==> config.mk <==
export PLATFORM = sky130hd
export DESIGN_NAME = imem_loader
export DESIGN_NICKNAME = d
export VERILOG_FILES = /design/src/rtl/imem_loader.sv
export SDC_FILE = /design/constraint.sdc
export NUM_CORES = 1
export LEC_CHECK = 0
export CAP_MARGIN = 20
export CORE_ASPECT_RATIO = 0.7
export CORE_UTILIZATION = 50
export DETAILED_ROUTE_END_ITERATION = 8
export GPL_ROUTABILITY_DRIVEN = 0
export PLACE_DENSITY = 0.8
export SLEW_MARGIN = 5
export SYNTH_ARGS = -nofsm -noshare
export SYNTH_HDL_FRONTEND = slang
export SYNTH_SLANG_ARGS = --single-unit
==> constraint.sdc <==
create_clock -name clk -period 2.3 [get_ports clk]
set_input_delay 0.46 -clock clk [delete_from_list [all_inputs] [get_ports clk]]
set_output_delay 0.46 -clock clk [all_outputs]
set_load 0.05 [all_outputs]
==> src/rtl/imem_loader.sv <==
// Framed instruction-memory loader: MAGIC, LEN_H, LEN_L, LEN data words, CSUM.
// Holds the CPU in reset while a frame is in flight or after a rejected frame.
//   state | meaning
//   IDLE  | waiting for MAGIC, other words dropped
//   LEN_H | expecting length high byte
//   LEN_L | expecting length low byte
//   DATA  | writing payload words to memory
//   CHK   | expecting checksum word
//   DONE  | frame loaded and verified
//   ERROR | frame rejected
module imem_loader #(
    parameter int                   WORD_SIZE = 8,
    parameter int                   ROM_SIZE  = 256,
    parameter int                   ADDR_W    = $clog2(ROM_SIZE),
    parameter logic [WORD_SIZE-1:0] MAGIC     = 'hA5
) (
    input  logic                 clk,
    input  logic                 rst,
    input  logic [WORD_SIZE-1:0] rx_data,
    input  logic                 rx_valid,
    output logic                 rx_ready,
    input  logic                 clear,
    output logic                 mem_we,
    output logic [ADDR_W-1:0]    mem_addr,
    output logic [WORD_SIZE-1:0] mem_wdata,
    output logic                 busy,
    output logic                 done,
    output logic                 error,
    output logic                 cpu_rst
);

    typedef enum logic [2:0] {
        S_IDLE  = 3'd0,
        S_LEN_H = 3'd1,
        S_LEN_L = 3'd2,
        S_DATA  = 3'd3,
        S_CHK   = 3'd4,
        S_DONE  = 3'd5,
        S_ERROR = 3'd6
    } state_t;

    localparam logic [15:0] ROM_LEN = 16'(ROM_SIZE);

    state_t                 state_q, state_d;
    logic [15:0]            len_q, len_d;
    logic [15:0]            cnt_q, cnt_d;
    logic [WORD_SIZE-1:0]   sum_q, sum_d;
    logic                   rx_ready_q, rx_ready_d;
    logic                   mem_we_q, mem_we_d;
    logic [ADDR_W-1:0]      mem_addr_q, mem_addr_d;
    logic [WORD_SIZE-1:0]   mem_wdata_q, mem_wdata_d;
    logic                   busy_q, busy_d;
    logic                   done_q, done_d;
    logic                   error_q, error_d;
    logic                   cpu_rst_q, cpu_rst_d;
    logic                   beat;
    logic [15:0]            len_full;

    assign beat     = rx_valid && rx_ready_q;
    assign len_full = {len_q[15:8], rx_data[7:0]};

    always_comb begin
        state_d     = state_q;
        len_d       = len_q;
        cnt_d       = cnt_q;
        sum_d       = sum_q;
        mem_we_d    = 1'b0;
        mem_addr_d  = mem_addr_q;
        mem_wdata_d = mem_wdata_q;
        busy_d      = busy_q;
        done_d      = done_q;
        error_d     = error_q;
        cpu_rst_d   = cpu_rst_q;

        case (state_q)
            S_IDLE: begin
                if (beat && rx_data == MAGIC) begin
                    state_d   = S_LEN_H;
                    busy_d    = 1'b1;
                    cpu_rst_d = 1'b1;
                end
            end
            S_LEN_H: begin
                if (beat) begin
                    len_d   = {rx_data[7:0], len_q[7:0]};
                    state_d = S_LEN_L;
                end
            end
            S_LEN_L: begin
                if (beat) begin
                    len_d = len_full;
                    cnt_d = '0;
                    sum_d = '0;
                    if (len_full > ROM_LEN) begin
                        state_d = S_ERROR;
                        error_d = 1'b1;
                        busy_d  = 1'b0;
                    end else if (len_full == 16'd0) begin
                        state_d = S_CHK;
                    end else begin
                        state_d = S_DATA;
                    end
                end
            end
            S_DATA: begin
                if (beat) begin
                    mem_we_d    = 1'b1;
                    mem_addr_d  = cnt_q[ADDR_W-1:0];
                    mem_wdata_d = rx_data;
                    cnt_d       = cnt_q + 16'd1;
                    sum_d       = sum_q + rx_data;
                    if (cnt_q + 16'd1 == len_q) begin
                        state_d = S_CHK;
                    end
                end
            end
            S_CHK: begin
                if (beat) begin
                    busy_d = 1'b0;
                    if (rx_data == sum_q) begin
                        state_d   = S_DONE;
                        done_d    = 1'b1;
                        cpu_rst_d = 1'b0;
                    end else begin
                        // memory now holds a partial/bad image, keep the CPU parked
                        state_d = S_ERROR;
                        error_d = 1'b1;
                    end
                end
            end
            S_DONE: begin
                if (clear) begin
                    state_d = S_IDLE;
                    done_d  = 1'b0;
                end
            end
            S_ERROR: begin
                if (clear) begin
                    state_d   = S_IDLE;
                    error_d   = 1'b0;
                    cpu_rst_d = 1'b0;
                end
            end
            default: begin
                state_d = S_IDLE;
            end
        endcase

        rx_ready_d = !(state_d == S_DONE || state_d == S_ERROR);
    end

    always_ff @(posedge clk) begin
        if (rst) begin
            state_q     <= S_IDLE;
            len_q       <= '0;
            cnt_q       <= '0;
            sum_q       <= '0;
            rx_ready_q  <= 1'b0;
            mem_we_q    <= 1'b0;
            mem_addr_q  <= '0;
            mem_wdata_q <= '0;
            busy_q      <= 1'b0;
            done_q      <= 1'b0;
            error_q     <= 1'b0;
            cpu_rst_q   <= 1'b0;
        end else begin
            state_q     <= state_d;
            len_q       <= len_d;
            cnt_q       <= cnt_d;
            sum_q       <= sum_d;
            rx_ready_q  <= rx_ready_d;
            mem_we_q    <= mem_we_d;
            mem_addr_q  <= mem_addr_d;
            mem_wdata_q <= mem_wdata_d;
            busy_q      <= busy_d;
            done_q      <= done_d;
            error_q     <= error_d;
            cpu_rst_q   <= cpu_rst_d;
        end
    end

    assign rx_ready  = rx_ready_q;
    assign mem_we    = mem_we_q;
    assign mem_addr  = mem_addr_q;
    assign mem_wdata = mem_wdata_q;
    assign busy      = busy_q;
    assign done      = done_q;
    assign error     = error_q;
    assign cpu_rst   = cpu_rst_q;

endmodule

==> results.tsv, run 1 <==
metric	value	unit
status	complete, no violations	
tightestPinTransition	0.561	ns
syn_nets	454	
clk_latency	0.36	ns
wire_per_inst	16.7	um
routed_wl	9760	um
htreeDepth	3	
netlist_top_cells_count	81 x nand2_1, 65 x dfxtp_1, 52 x a21oi_1, 30 x nor2_1, 21 x o21ai_0	
avgSynthCellArea	7.92	um^2
start_util	53.4	%
ys_seq_area_share	37.9	%
dp_cells	569	
drive_gt1_share	13.9	%
final_cell_count_no_fill	586	
end_kind	register	
antennaDiodeCount	0	
place_ws	-0.356	ns
power_per_cell_area	512	nW/um^2
synth_seq_cells	65	
crit_path_start_kind	input pin	
synth_area	3430	um^2
num_rows	24	
synthTopCellsByArea	dfxtp_1 38%, nand2_1 8.9%, a21oi_1 7.6%	
cp.arrival	2.52	ns
cts_tree	yes	
finalWorstSetupSlack	0.0376	ns
die-area	7200	um^2
cts_hold_repair.buffers	0	
design_area	4250	um^2
fin_skew	0.0103	ns
path_delay_family	simple AND/OR/NAND/NOR gates	
required	2.56	ns
hp-class	in -> reg	
synth_warnings	0	
final_nets	511	
path_cells	clkdlybuf4s50_1, buf_4, nor4_2, a21oi_1, nor3b_1, a211oi_1, a41o_1	
async_flop_share	0	%
area_growth	23.8	%
grt_max_degree	51	
io_buffers	33	
via_per_inst	6.06	
clk_pin_slew	0.08	ns
critPathBufInv	2	
clock-root-buffer	clkbuf_8	
max_freq	0.442	GHz
crit_slowest_cell	clkdlybuf4s50_1	
drv_cap	0	
dpl_cell_area	4040	um^2
synth_top_area_share	37.9	%
synthCells	433	
grt-ovfl-total	0	
post-dp-hpwl	6780	um
synth_edf_count	0	
post-route-period-util	98.4	%
criticalPathCategory	in -> reg	
yosysMostFrequentCell	nand2_1	
setup_viol	0	
p_total	2.17	mW
die_x	101	um
first_pass_iters	6	
top_level_ports	34	
fillerInstances	563	
leakagePower	1.62	nW
vias	3549	
vdd_drop_max	0.314	mV
die_h	71.3	um
hold_violations	0	
cts.sinks	65	
grt_usage	28.0	%
ant_nets	0	
synthFlopType	dfxtp_1	
core_area	6430	um^2
antenna_found_initial	0	
cts_buffer_depth	2	
cts_buffers	9	
tns	0	ns
grt_pass1_vias	3193	
hold_slack	0.444	ns
post-route-min-period	2.26	ns
slew_headroom	62.6	%
grt_pass1_wl	15300	um
crit_fanout	5	
drc_errors	0	
drv_slew	0	
synth_cell_types	56	
drt_iter0_drc	465	
yosysTopAreaCell	dfxtp_1	
final_util	66.1	%
crit_path_max_incr_delay	0.43	ns
==> tightest hold or removal path, cell delays in order <==
cell     delay (ns)
buf_2          0.09
inv_1          0.08
o221a_2        0.13
==> cell usage in the layout, fill, tap and decap left out, types with 6 or more instances in the layout <==
cell type        netlist  routed
a21o_1                 6       6
a21oi_1               52      51
buf_4                  0      37
clkbuf_8               0       9
clkdlybuf4s50_1        0      32
dfxtp_1               65      65
ha_1                   8       8
inv_1                  6       6
nand2_1               81      81
nand3_1               18      18
nand4_1                9       9
nor2_1                30      30
nor3_1                11      10
o21ai_0               21      21
xnor2_1               18      18
xor2_1                11      11
==> worst paths after layout <==
check	end	depth (start not counted)	startpoint	slack, ns
setup / recovery	rx_ready	7	rx_data[1]	0.04
hold / removal	done	3	rst	0.44
setup reg to reg	state_q[1]	8	cnt_q[1]	0.14
hold reg to reg	mem_addr[2]	2	mem_addr[2]	0.45
==> state kept, by name, indices dropped and copies added, names as in the netlist <==
register   cells
mem_we         1
mem_wdata      8
cnt_q         16
cpu_rst        1
state_q        3
done           1
error          1
len_q         16
rx_ready       1
sum_q          8
mem_addr       8
busy           1
==> cells by family (layout without fill, tap and decap cells) <==
kind of cell	after synthesis	count (layout)	synth area share, %
buffers and inverters	32	94	3.79
XOR/XNOR	30	30	8.06
AO/OA/AOI/OAI	114	114	20.1
AND/OR/NAND/NOR	179	179	25.4
flip-flops	65	65	37.9
adder cells (fa/ha/maj)	10	10	3.79
multiplexers	3	3	0.912
==> layer usage <==
| layer | wire length [um] | GRT usage (%) |
|---|---|---|
| met1 | 4150 | 38.3 |
| met2 | 4290 | 42.5 |
| met3 | 1020 | 7.02 |
| met4 | 299 | 11.4 |
| met5 | 0 | 0 |
==> power breakdown <==
part	internal [mW]	switching [mW]
Sequential	1.13	0.000821
Combinational	0.0507	0.0711
Clock	0.409	0.515
Total	1.59	0.587
==> timing repair <==
| item | 4_1_cts | 5_1_grt |
|---|---|---|
| gates resized for setup | 0 | 3 |
| endpoints found under the setup margin | 0 | 4 |
| endpoints found under the hold margin | 0 | 0 |
| setup buffers | 0 | 1 |
==> cell type report <==
class / instances / area [um^2] / share of cell area (%)
inverter: 8 / 30.0 / 0.707
clock buffer: 9 / 124 / 2.92
multi-input combinational: 336 / 2010 / 47.4
tap: 91 / 114 / 2.68
clock inverter: 7 / 60.1 / 1.41
timing repair buffer: 70 / 603 / 14.2
sequential: 65 / 1300 / 30.6
Note: power is estimated with default switching activity, not from simulation.
==> run 2: changes to the inputs <==
--- a/config.mk
+++ b/config.mk
@@ -7,11 +7,11 @@
 export LEC_CHECK = 0
 export CAP_MARGIN = 20
 export CORE_ASPECT_RATIO = 0.7
-export CORE_UTILIZATION = 50
+export CORE_UTILIZATION = 57
 export DETAILED_ROUTE_END_ITERATION = 8
 export GPL_ROUTABILITY_DRIVEN = 0
-export PLACE_DENSITY = 0.8
-export SLEW_MARGIN = 5
+export PLACE_DENSITY = 0.89
+export SLEW_MARGIN = 10
 export SYNTH_ARGS = -nofsm -noshare
 export SYNTH_HDL_FRONTEND = slang
 export SYNTH_SLANG_ARGS = --single-unit
==> run 2 against run 1 <==
Against the previous run:
- hold slack improved by 0.011 ns
- critical path type unchanged
- sequential share of layout area about the same
- first-iteration DRC count decreased by 14%
- highest routed layer unchanged
- non-clock buffer count unchanged
- total power increased by 2.5%
- final area about the same
==> results.tsv, run 2 (synthesis results as in run 1) <==
metric	value	unit	change
die_x	94.7	um	-6.2%
crit_end	sum_q[7]		
io_buffers	33		unchanged
start_util	59.6	%	+6.2 points
finalWorstSetupSlack	0.0431	ns	+0.00556 ns
clock-root-buffer	clkbuf_8		
end_kind	register		
grt_pass1_wl	15900	um	+3.5%
slew_headroom	57.7	%	-4.9 points
r2r_slack	0.15	ns	about the same
antenna_found_initial	0		unchanged
clk_pin_slew	0.07	ns	about the same
drc_errors	0		unchanged
pwr-share-comb	5.5	%	about the same
ant_nets	0		unchanged
leakagePower	1.62	nW	-0.30%
die_h	66.9	um	-6.2%
worstReg2RegEnd	state_q[1]		
power_per_cell_area	524	nW/um^2	+2.4%
drv_cap	0		unchanged
largestRegisters	cnt_q (16), len_q (16)		
path_delay_family	simple AND/OR/NAND/NOR gates		
tightestPinTransition	0.634	ns	+0.0739 ns
status	complete, no violations		
p_sw_share	23.5	%	-3.5 points
first_pass_iters	6		unchanged
cp.arrival	2.53	ns	about the same
rr_startpoint	cnt_q[1]		
grt-ovfl-total	0		unchanged
crit_fanout	2		-3
rsz0062_at_grt	false		
cp_num_cells	8		+1
hold_violations	0		unchanged
htreeDepth	3		unchanged
ff2ff_path_depth	7		-1
required	2.58	ns	+0.02 ns
num_rows	23		-4.2%
crit_path_max_incr_delay	0.47	ns	+0.04 ns
drv_slew	0		unchanged
final_cell_mix	81 x nand2_1, 65 x dfxtp_1, 51 x a21oi_1, 36 x buf_4, 32 x clkdlybuf4s50_1		
cts_tree	yes		
p_int	1.70	mW	+7.5%
cts_buffer_depth	2		unchanged
crit_start	rx_data[1]		
setup_viol	0		unchanged
routed_wl	9880	um	+1.1%
post-dp-hpwl	6830	um	+0.63%
vias	3572		+0.65%
crit_slowest_cell	or4_1		
antennaDiodeCount	0		unchanged
p_total	2.23	mW	+2.5%
clk_latency	0.35	ns	about the same
die-area	6340	um^2	-12%
core_area	5760	um^2	-10%
critPathBufInv	1		-1
fin_skew	0.00738	ns	-0.00296 ns
drt_iter0_drc	399		-14%
post-route-period-util	98.1	%	-0.24 points
criticalPathCategory	in -> reg		
fillerInstances	418		-26%
cts.sinks	65		unchanged
place_ws	-0.290	ns	+0.0661 ns
grt_usage	33.5	%	+5.4 points
clockPowerShare	43.9	%	+1.3 points
area_growth	23.8	%	about the same
grt_pass1_vias	3296		+3.2%
cts_buffers	9		unchanged
post-route-min-period	2.26	ns	-0.00556 ns
cts_hold_repair.buffers	0		unchanged
final_nets	511		unchanged
power_switching	523	uW	-11%
cpMostUsedCell	o211ai_1		
path_cells	clkdlybuf4s50_1, ha_1, a21o_1, a21oi_2, o211ai_1, and3_1, or4_1, o211ai_1		
vdd_drop_max	0.401	mV	+28%
wire_per_inst	17.3	um	+4.0%
max_freq	0.443	GHz	+0.25%
hold_slack	0.455	ns	+0.0113 ns
grt_max_degree	50		-2.0%
multi_input_area	2010	um^2	-0.19%
drive_gt1_share	13.9	%	unchanged
top_level_ports	34		unchanged
hp-class	reg -> reg		
ff_latch_area	1300	um^2	unchanged
crit_path_start_kind	input pin		
via_per_inst	6.27		+3.5%
layout_commonest_cell	nand2_1		
p_seq_share	50.6	%	-1.2 points
## run 2: final cells by class
| cell class | count | share of cell area (%) |
|---|---|---|
| Timing Repair Buffer | 70 | 14.5 |
| Clock buffer | 11 | 3.33 |
| Sequential cell | 65 | 30.6 |
| Multi-Input combinational cell | 336 | 47.3 |
| Inverter | 8 | 0.707 |
| Tap cell | 75 | 2.21 |
| Clock inverter | 5 | 1.30 |
## run 2: timing repair
item / 4_1_cts / 5_1_grt
buffers inserted: 0 / 0
pin swaps: 0 / 3
endpoints found under the setup margin: 1 / 5
gates resized for setup: 1 / 3
cloned: 0 / 0
## run 2: worst reg2reg max path, delay by kind of cell (launching register included)
kind            cells  cell delay, ns
compound gates      3            0.68
fa+ha+maj           1            0.30
flops               1            0.44
simple gates        3            0.61
## run 2: through the flow
step	util [%]	instances	TNS [ns]	cell area, um^2
floorplan	-	433	0	3430
global placement	70.1	553	-1.98	4030
detailed placement	70.2	554	-1.80	4040
CTS	73.7	570	0	4240
global route	73.8	570	0	4250
finish	73.8	570	0	4250
## run 2: power by group through the flow
| stage | Sequential (mW) | Combinational, mW | Clock [mW] |
|---|---|---|---|
| finish | 1.13 | 0.122 | 0.978 |
| CTS | 1.13 | 0.118 | 0.987 |
| global placement | 1.15 | 0.112 | 0 |
| global route | 1.13 | 0.129 | 1.03 |
| floorplan | 1.16 | 0.0472 | 0 |
| detailed placement | 1.15 | 0.116 | 0 |
## run 2: per-layer routing
layer	vias up	share of wire (%)	global-route usage (%)	wire [um]
met3	34	10	9.13	1020
met5	-	0	0	0
met2	228	45	52.6	4400
met4	0	3.1	15.2	306
li1	1652	-	-	-
met1	1658	42	42.7	4160
## run 2: worst min path at each step
stage / start / endpoint / slack (ns) / depth (start not counted)
6_report: mem_wdata[3] / mem_wdata[3] / 0.45 / 2
5_1_grt: mem_addr[1] / mem_addr[1] / 0.47 / 2
4_1_cts: rst / done / 0.45 / 3
3_5_place_dp: mem_addr[5] / mem_addr[5] / 0.45 / 2
3_3_place_gp: mem_wdata[0] / mem_wdata[0] / 0.44 / 2
2_1_floorplan: sum_q[6] / sum_q[6] / 0.43 / 2
==> run 3: changes to the inputs <==
--- a/config.mk
+++ b/config.mk
@@ -7,10 +7,10 @@
 export LEC_CHECK = 0
 export CAP_MARGIN = 20
 export CORE_ASPECT_RATIO = 0.7
-export CORE_UTILIZATION = 57
+export CORE_UTILIZATION = 61
 export DETAILED_ROUTE_END_ITERATION = 8
 export GPL_ROUTABILITY_DRIVEN = 0
-export PLACE_DENSITY = 0.89
+export PLACE_DENSITY = 0.94
 export SLEW_MARGIN = 10
 export SYNTH_ARGS = -nofsm -noshare
 export SYNTH_HDL_FRONTEND = slang
==> constraint.sdc (replaced) <==
create_clock -name clk -period 2.79 [get_ports clk]
set_input_delay 0.558 -clock clk [delete_from_list [all_inputs] [get_ports clk]]
set_output_delay 0.558 -clock clk [all_outputs]
set_load 0.05 [all_outputs]
==> run 3 against run 2 <==
Against the previous run:
- wire length grew 2.4%
- critical path depth is the same
- die area shrank 6.4%
- clock power shrank 23%
- sequential share of layout area grew 1.3 points
- hold slack gained 0.0034 ns
- final area shrank 4.2%
- critical path type unchanged
- critical endpoint is now rx_ready
- largest power group unchanged
- highest routed layer unchanged
==> results.tsv, run 3 (synthesis results as in run 1) <==
metric	value	unit	change
status	complete, no violations		
clk_pin_slew	0.08	ns	about the same
antenna_found_initial	0		unchanged
wire_per_inst	18.4	um	+6.4%
fillerInstances	369		-12%
hold_violations	0		unchanged
final_nets	493		-3.5%
tightestPinTransition	0.629	ns	-0.00488 ns
power_per_cell_area	436	nW/um^2	-17%
ff2ff_path_depth	7		unchanged
drv_slew	0		unchanged
leakagePower	1.51	nW	-6.6%
r2r_slack	0.38	ns	+0.23 ns
vias	3613		+1.1%
htreeDepth	3		unchanged
postCtsSetupBuffers	0		unchanged
rr_startpoint	cnt_q[1]		
post-route-period-util	91.2	%	
clk_latency	0.36	ns	about the same
routed_wl	10100	um	+2.4%
max_freq	0.393	GHz	
multi_input_area	2000	um^2	-0.56%
first_pass_iters	7		+1
ff_latch_area	1300	um^2	unchanged
cts_buffers	9		unchanged
worstHoldEndpoint	mem_addr[2]		
largestRegisters	cnt_q (16), len_q (16)		
rsz0062_at_grt	false		
worstReg2RegEnd	state_q[1]		
slew_headroom	58.0	%	+0.33 points
top_level_ports	34		unchanged
area_growth	18.6	%	
cts_tree	yes		
grt_max_degree	45		-10%
cp.arrival	2.80	ns	+0.27 ns
ant_nets	0		unchanged
design_area	4070	um^2	-4.2%
core_area	5340	um^2	-7.2%
hold_start	mem_addr[2]		
finalWorstSetupSlack	0.246	ns	+0.203 ns
via_per_inst	6.58		+5.0%
end_kind	register		
hp-class	reg -> reg		
cts_buffer_depth	2		unchanged
antennaDiodeCount	0		unchanged
crit_fanout	4		+2
drc_errors	0		unchanged
start_util	64.2	%	+4.6 points
place_ws	0.0538	ns	+0.344 ns
final_cell_mix	81 x nand2_1, 65 x dfxtp_1, 52 x a21oi_1, 32 x clkdlybuf4s50_1, 30 x nor2_1		
die_x	91.6	um	-3.3%
crit_slowest_cell	clkdlybuf4s50_1		
num_rows	22		-4.3%
cts_resized	0		-1
layout_commonest_cell	nand2_1		
grt_pass1_wl	16000	um	+0.95%
post-route-min-period	2.54	ns	
final_cell_count_no_fill	549		-3.7%
clock-root-buffer	clkbuf_8		
post-dp-hpwl	6810	um	-0.27%
die_h	64.7	um	-3.2%
tns	0	ns	unchanged
grt_usage	35.2	%	+1.8 points
criticalPathCategory	in -> reg		
whs_path_depth	2		unchanged
dpl_cell_area	3890	um^2	-3.7%
drive_gt1_share	10.1	%	-3.9 points
die-area	5930	um^2	-6.4%
vdd_drop_max	0.310	mV	-23%
setup_viol	0		unchanged
drt_iter0_drc	505		+27%
cts_hold_repair.buffers	0		unchanged
grt-ovfl-total	0		unchanged
crit_path_start_kind	input pin		
crit_path_max_incr_delay	0.45	ns	-0.02 ns
grt_pass1_vias	3373		+2.3%
fin_skew	0.00811	ns	+0.000728 ns
dp_cells	533		-3.8%
io_buffers	33		unchanged
cts.sinks	65		unchanged
required	3.05	ns	+0.47 ns
path_cells	clkdlybuf4s50_1, ha_1, nor4_1, and3_1, nand3_1, nor3_1, a211oi_1, a41o_1		
drv_cap	0		unchanged
==> run 3: layout make-up <==
class                           count  area share, %
Timing Repair Buffer               52           11.5
Clock inverter                      7           1.38
Sequential cell                    65           32.0
Inverter                            8          0.738
Multi-Input combinational cell    336           49.1
Tap cell                           72           2.21
Clock buffer                        9           3.04
==> run 3: critical path: cells and delay by family <==
family / cells / cell delay [ns]
buf+inv: 1 / 0.45
simple gates: 4 / 1.02
compound gates: 2 / 0.36
fa+ha+maj: 1 / 0.39
==> run 3: worst max path at each step <==
stage,cells after the start,slack [ns],end,from
4_1_cts,8,0.32,rx_ready,rx_data[5]
3_3_place_gp,8,0.11,rx_ready,rx_data[5]
6_report,8,0.25,rx_ready,rx_data[5]
3_5_place_dp,8,0.05,rx_ready,rx_data[5]
2_1_floorplan,7,0.64,sum_q[7],rx_data[1]
5_1_grt,8,0.17,rx_ready,rx_data[5]
==> run 3: power by group <==
group,switching (mW),internal [mW]
sequential,0.000722,0.928
clock,0.424,0.327
combinational,0.0588,0.0368
total,0.484,1.29
==> run 3: routing by layer <==
metal / global-route usage, % / wire length, um
met1: 43.5 / 3930
met2: 56.6 / 4650
met3: 12.0 / 1280
met4: 14.5 / 252
met5: 0 / 0
==> run 3: through the flow <==
stage | hold slack (ns) | power, mW | utilization, %
after floorplan | 0.429 | 0.992 | -
after global placement | 0.443 | 1.04 | 72.7
after detailed placement | 0.449 | 1.04 | 72.8
after CTS | 0.459 | 1.76 | 76.2
after global routing | 0.470 | 1.82 | 76.2
final | 0.458 | 1.78 | 76.2
